### config.mk
export PLATFORM = sky130hd
export DESIGN_NAME = acc_cpu_param
export DESIGN_NICKNAME = d
export VERILOG_FILES = /design/src/rtl/acc_cpu_param.sv
export SDC_FILE = /design/constraint.sdc
export NUM_CORES = 2
export LEC_CHECK = 0
export CAP_MARGIN = 20
export CORE_MARGIN = 2
export CORE_UTILIZATION = 60
export CTS_CLUSTER_DIAMETER = 100
export CTS_CLUSTER_SIZE = 24
export DETAILED_ROUTE_END_ITERATION = 7
export GPL_TIMING_DRIVEN = 0
export HOLD_SLACK_MARGIN = 0.05
export PLACE_DENSITY = 0.82
export SLEW_MARGIN = 5
export SYNTH_ARGS = -nofsm -noshare
export SYNTH_HDL_FRONTEND = slang
export SYNTH_SLANG_ARGS = --single-unit
### constraint.sdc
create_clock -name clock -period 44.5 [get_ports clock]
set_input_delay 6.675 -clock clock [delete_from_list [all_inputs] [get_ports clock]]
set_output_delay 6.675 -clock clock [all_outputs]
set_load 0.02 [all_outputs]
### src/rtl/acc_cpu_param.sv
// acc_cpu_param: parametrised multi-cycle single-accumulator CPU.
//
// Each instruction walks FETCH -> DECODE -> {OPERAND} -> EXECUTE, or
// FETCH -> DECODE -> WRITE for stores. Memory accesses stall on mem_ready.
// The HALT state freezes every register until reset.
//
// Ports:
//   clock      in   rising-edge clock
//   reset      in   synchronous active-high reset (highest priority)
//   mem_rdata  in   memory read data, sampled when mem_ready=1
//   mem_ready  in   memory completes the current access this cycle
//   mem_addr   out  access address (pc in FETCH, operand field otherwise)
//   mem_wdata  out  store data (the accumulator)
//   mem_rd     out  read request, high in FETCH and OPERAND
//   mem_wr     out  write request, high in WRITE
//   pc         out  program counter
//   ir         out  instruction register
//   ac         out  signed accumulator
//   sr         out  flags {Z, N, C, V} in bits [3:0]
//   halted     out  high while in HALT
//
// DATA_W must be at least ADDR_W+5 so the opcode, mode bit and operand field
// fit in one instruction word without overlapping.

module acc_cpu_param #(
    parameter int DATA_W = 16,
    parameter int ADDR_W = 11
) (
    input  logic                     clock,
    input  logic                     reset,
    input  logic [DATA_W-1:0]        mem_rdata,
    input  logic                     mem_ready,
    output logic [ADDR_W-1:0]        mem_addr,
    output logic [DATA_W-1:0]        mem_wdata,
    output logic                     mem_rd,
    output logic                     mem_wr,
    output logic [ADDR_W-1:0]        pc,
    output logic [DATA_W-1:0]        ir,
    output logic signed [DATA_W-1:0] ac,
    output logic [3:0]               sr,
    output logic                     halted
);

    localparam int MSB = DATA_W - 1;

    localparam logic [3:0] OP_NOP   = 4'h0;
    localparam logic [3:0] OP_LOAD  = 4'h1;
    localparam logic [3:0] OP_STORE = 4'h2;
    localparam logic [3:0] OP_ADD   = 4'h3;
    localparam logic [3:0] OP_SUB   = 4'h4;
    localparam logic [3:0] OP_MUL   = 4'h5;
    localparam logic [3:0] OP_DIV   = 4'h6;
    localparam logic [3:0] OP_BR    = 4'h7;
    localparam logic [3:0] OP_BRZ   = 4'h8;
    localparam logic [3:0] OP_BRN   = 4'h9;
    localparam logic [3:0] OP_AND   = 4'hA;
    localparam logic [3:0] OP_OR    = 4'hB;
    localparam logic [3:0] OP_XOR   = 4'hC;
    localparam logic [3:0] OP_HALT  = 4'hF;

    typedef enum logic [2:0] {
        S_FETCH,
        S_DECODE,
        S_OPERAND,
        S_EXECUTE,
        S_WRITE,
        S_HALT
    } state_t;

    state_t                     state_q, state_d;
    logic [ADDR_W-1:0]          pc_q, pc_d;
    logic [DATA_W-1:0]          ir_q, ir_d;
    logic signed [DATA_W-1:0]   ac_q, ac_d;
    logic [DATA_W-1:0]          mbr_q, mbr_d;
    logic [3:0]                 sr_q, sr_d;

    logic [3:0]                 opcode;
    logic                       mode;
    logic [ADDR_W-1:0]          field;
    logic [DATA_W+3:0]          exec_res;

    assign opcode = ir_q[DATA_W-1 -: 4];
    assign mode   = ir_q[DATA_W-5];
    assign field  = ir_q[ADDR_W-1:0];

    // Returns {Z, N, C, V, result}.
    function automatic logic [DATA_W+3:0] exec_op(
        input logic [3:0]               op,
        input logic signed [DATA_W-1:0] a,
        input logic signed [DATA_W-1:0] b
    );
        logic signed [DATA_W-1:0] r;
        logic                     c;
        logic                     v;
        logic [DATA_W:0]          wide;
        logic [2*DATA_W-1:0]      prod;
        r    = a;
        c    = 1'b0;
        v    = 1'b0;
        wide = '0;
        prod = '0;
        case (op)
            OP_LOAD: r = b;
            OP_ADD: begin
                wide = {1'b0, a} + {1'b0, b};
                r    = wide[DATA_W-1:0];
                c    = wide[DATA_W];
                v    = (a[MSB] == b[MSB]) && (r[MSB] != a[MSB]);
            end
            OP_SUB: begin
                // The extra top bit of an unsigned subtract is the borrow.
                wide = {1'b0, a} - {1'b0, b};
                r    = wide[DATA_W-1:0];
                c    = wide[DATA_W];
                v    = (a[MSB] != b[MSB]) && (r[MSB] != a[MSB]);
            end
            OP_MUL: begin
                // Sign-extended operands make the truncated unsigned product
                // equal to the two's-complement product.
                prod = {{DATA_W{a[MSB]}}, a} * {{DATA_W{b[MSB]}}, b};
                r    = prod[DATA_W-1:0];
                v    = (prod != {{DATA_W{r[MSB]}}, r});
            end
            OP_DIV: begin
                if (b == '0) begin
                    r = a;
                    v = 1'b1;
                end else if ((a == {1'b1, {(DATA_W-1){1'b0}}}) && (b == '1)) begin
                    r = a;
                    v = 1'b1;
                end else begin
                    r = a / b;
                end
            end
            OP_AND: r = a & b;
            OP_OR:  r = a | b;
            OP_XOR: r = a ^ b;
            default: r = a;
        endcase
        return {(r == '0), r[MSB], c, v, r};
    endfunction

    assign exec_res = exec_op(opcode, ac_q, mbr_q);

    always_comb begin
        state_d = state_q;
        pc_d    = pc_q;
        ir_d    = ir_q;
        ac_d    = ac_q;
        mbr_d   = mbr_q;
        sr_d    = sr_q;
        case (state_q)
            S_FETCH: begin
                if (mem_ready) begin
                    ir_d    = mem_rdata;
                    pc_d    = pc_q + 1'b1;
                    state_d = S_DECODE;
                end
            end
            S_DECODE: begin
                case (opcode)
                    OP_BR: begin
                        pc_d    = field;
                        state_d = S_FETCH;
                    end
                    OP_BRZ: begin
                        if (sr_q[3]) pc_d = field;
                        state_d = S_FETCH;
                    end
                    OP_BRN: begin
                        if (sr_q[2]) pc_d = field;
                        state_d = S_FETCH;
                    end
                    OP_HALT:  state_d = S_HALT;
                    OP_STORE: state_d = S_WRITE;
                    OP_LOAD, OP_ADD, OP_SUB, OP_MUL, OP_DIV,
                    OP_AND, OP_OR, OP_XOR: begin
                        if (mode) begin
                            state_d = S_OPERAND;
                        end else begin
                            mbr_d   = {{(DATA_W-ADDR_W){1'b0}}, field};
                            state_d = S_EXECUTE;
                        end
                    end
                    default: state_d = S_FETCH;
                endcase
            end
            S_OPERAND: begin
                if (mem_ready) begin
                    mbr_d   = mem_rdata;
                    state_d = S_EXECUTE;
                end
            end
            S_EXECUTE: begin
                ac_d    = exec_res[DATA_W-1:0];
                sr_d    = exec_res[DATA_W+3:DATA_W];
                state_d = S_FETCH;
            end
            S_WRITE: begin
                if (mem_ready) state_d = S_FETCH;
            end
            S_HALT:  state_d = S_HALT;
            default: state_d = S_FETCH;
        endcase
    end

    always_ff @(posedge clock) begin
        if (reset) begin
            state_q <= S_FETCH;
            pc_q    <= '0;
            ir_q    <= '0;
            ac_q    <= '0;
            mbr_q   <= '0;
            sr_q    <= '0;
        end else begin
            state_q <= state_d;
            pc_q    <= pc_d;
            ir_q    <= ir_d;
            ac_q    <= ac_d;
            mbr_q   <= mbr_d;
            sr_q    <= sr_d;
        end
    end

    assign mem_addr  = (state_q == S_FETCH) ? pc_q : field;
    assign mem_wdata = ac_q;
    assign mem_rd    = (state_q == S_FETCH) || (state_q == S_OPERAND);
    assign mem_wr    = (state_q == S_WRITE);
    assign pc        = pc_q;
    assign ir        = ir_q;
    assign ac        = ac_q;
    assign sr        = sr_q;
    assign halted    = (state_q == S_HALT);

endmodule

==> summary.md <==
| Metric | Value |
|---|---|
| Status | `completed` |
| Worst slew pin tran | `~1.2 ns` |
| DP Wirelength | `~76 mm` |
| Avg Cell Area, Syn | `7.68 µm²` |
| Top cell type by total area after synthesis | `fa_1` |
| Area grow syn2layout | `9.11%` |
| Setup TNS | `0 ns` |
| Syn Nets | `3,646` |
| Wire length per cell | `25.4 µm` |
| IO Count | `96` |
| Vias per Instance | `around 6.7` |
| Num CTS Buffers | `9` |
| Site Rows | `between 70 and 80` |
| Port Buffers | `95` |
| Vias in the first global route | `24,900` |
| Top cell by count, worst path | `ha_1` |
| Max incr delay on CP | `around 0.81 ns` |
| Post-CTS Resized | `0` |
| Top FF cell, synth | `dfxtp_1` |
| Clk_skew | `around 0.017 ns` |
| Skew-Pair Late Insertion Delay | `0.36 ns` |
| Min-delay worst type | `reg2reg` |
| Min-delay src | `ir[11]$_SDFFE_PP0P_` |
| Worst r2r dst | `sr[3]$_SDFFE_PP0N_` |
| Die Height | `203 µm` |
| Max H-tree Level | `3` |
| Share of cells above drive strength 1 | `0.0529` |
| Total grt overflow | `0` |
| DR vias | `25,000` |
| GPL Wtd Cong | `1.06` |
| CP startpoint kind | `flip-flop` |
| Worst setup EP type | `flip-flop` |
| Relative slew slack | `0.199` |
| FMAX | `0.0237 GHz` |
| Residual DRC count | `0` |
| Commonest non-fill, non-tap cell in the layout | `inv_1` |
| Total Routing Usage GR | `0.460` |
| Max-slew violation count | `0` |
| Final setup viols | `0` |
| Flop2flop setup slack | `between 2 and 2.5 ns` |
| Initial antenna violation count | `1` |
| Unrepaired setup endpoints after global routing | `no` |
| Drt total wl | `94.9 mm` |
| Critical Path AT | `42.45 ns` |
| Post-DRT Antenna Nets | `0` |
| Initial Utilization | `0.611` |
| CTS Buffer Depth | `2` |
| Max Cap Viol | `0` |
| Fin nets | `3,766` |
| DRT Pass-1 Iters | `8` |
| Hold EP | `ir[11]$_SDFFE_PP0P_` |
| Post-CTS Setup Bufs | `0` |
| Ys Warns | `0` |
| Endpoints failing hold | `0` |
| Top post-synthesis cells by area | `fa_1 (22%), ha_1 (14%), inv_1 (6.2%)` |
| Critical path class | `reg2reg` |
| Drt initial violations | `3,091` |
| Die area | `slightly above 0.04 mm²` |
| Period utilization | `0.947` |
| Worst reg2reg startpoint | `mbr_q[1]$_SDFFE_PP0P_` |
| Async SR Flop Fraction | `0` |
| Highest-count cells in the layout ignoring fill and taps | `inv_1 (391), nor2_1 (343), nand2_1 (276)` |
| Slowest stage cell on the critical path | `clkinv_1` |
| Placement Setup Slack | `approximately 3.8 ns` |
| Die X | `203 µm` |
| Fin crit period | `42.16 ns` |
| Largest net degree at the start of global routing | `26` |
| Yosys top cell area share | `0.223` |
| Synth Register Bits | `65` |
| Req. time, crit path | `44.79 ns` |
| Hold Crit Depth | `2` |
| CTS tree | `done` |
| Post-Syn Instances | `3,091` |
| Register area share after synthesis | `0.0548` |
| R2R cell count | `roughly 140` |
| Post-Syn Area | `0.0237 mm²` |
| Reg clk slew, reported paths | `0.07 ns` |
| # hold bufs at CTS | `0` |
| Post-synth EDFFs | `0` |
| First-pass GRT wire length | `between 100 and 150 mm` |
| Clk sink count | `65` |
| Peak fanout along the critical path | `11` |
| Clk Tree Root Cell | `clkbuf_16` |
| Core area | `0.0388 mm²` |
| Post-layout util | `0.667` |
| Setup ws final | `2.34 ns` |
| Distinct cells, synth | `94` |
-- synth_stat cells, drive strengths merged (57+ instances only) --
cell type and n:
ha 272, nor2 344, a211oi 57, fa 264, a21oi 180, nand2 276, nor3 69, o21ai 131
inv 399, xnor2 109, clkbuf 124, dfxtp 65
-- stage by stage --
step	instances	hold slack [ns]	instance area (µm²)
after global placement	3704	0.470	25300
after detailed placement	3714	0.489	25500
final	3737	0.518	25900
after floorplan	3091	0.547	23700
after global routing	3734	0.544	25900
after CTS	3730	0.500	25800
-- worst max-delay path by stage --
| stage | from | endpoint | slack [ns] |
|---|---|---|---|
| 2_1_floorplan | mbr_q[0]$_SDFFE_PP0P_ | sr[3]$_SDFFE_PP0N_ | 11.69 |
| 3_3_place_gp | mbr_q[0]$_SDFFE_PP0P_ | sr[3]$_SDFFE_PP0N_ | 2.28 |
| 3_5_place_dp | mbr_q[1]$_SDFFE_PP0P_ | sr[3]$_SDFFE_PP0N_ | 3.77 |
| 4_1_cts | mbr_q[1]$_SDFFE_PP0P_ | sr[3]$_SDFFE_PP0N_ | 3.63 |
| 5_1_grt | mbr_q[1]$_SDFFE_PP0P_ | sr[3]$_SDFFE_PP0N_ | 0.23 |
| 6_report | mbr_q[1]$_SDFFE_PP0P_ | sr[3]$_SDFFE_PP0N_ | 2.34 |
-- critical path: cells and delay by family, from the launching register on --
kind	cells	cell delay [ns]
muxes	6	2.39
and+or+nand+nor	28	6.74
xor gates and xnor gates	1	0.70
AOI/OAI and AO/OA	73	17.91
adders and majority gates	17	5.74
DFF	1	0.78
buffers and inverters	19	7.71
-- final cells by class --
cell class,count,area [µm²]
multi-input combinational,2455,20200
fill,3316,12900
inverter,402,1510
sequential,65,1300
timing repair buffer,109,1100
buffer,169,743
tap,518,648
clock buffer,9,225
clock inverter,7,125
antenna,3,7.51
-- per-layer routing --
layer / share of wire / global-route usage / up-vias
met5: 0.000084 / 0 / -
met2: 0.43 / 0.703 / 1837
met3: 0.13 / 0.123 / 458
met1: 0.37 / 0.580 / 11900
met4: 0.076 / 0.288 / 2
li1: - / - / 10800
-- cells by family after synthesis --
family | count (synthesis) | synth area share
AOI/OAI and AO/OA | 728 | 0.206
xor gates and xnor gates | 142 | 0.0524
adders and majority gates | 536 | 0.366
buffers and inverters | 571 | 0.0949
DFF | 65 | 0.0548
muxes | 77 | 0.0357
and+or+nand+nor | 972 | 0.190
-- registers in the layout, indices dropped and copies added (netlist names) --
| name | count |
|---|---|
| state_q | 3 |
| sr | 4 |
| ir | 16 |
| ac | 15 |
| mbr_q | 16 |
| pc | 11 |
Power is left out: the tool's default activity adds up to more than one toggle a clock period on the data nets, which glitch-free logic cannot reach.
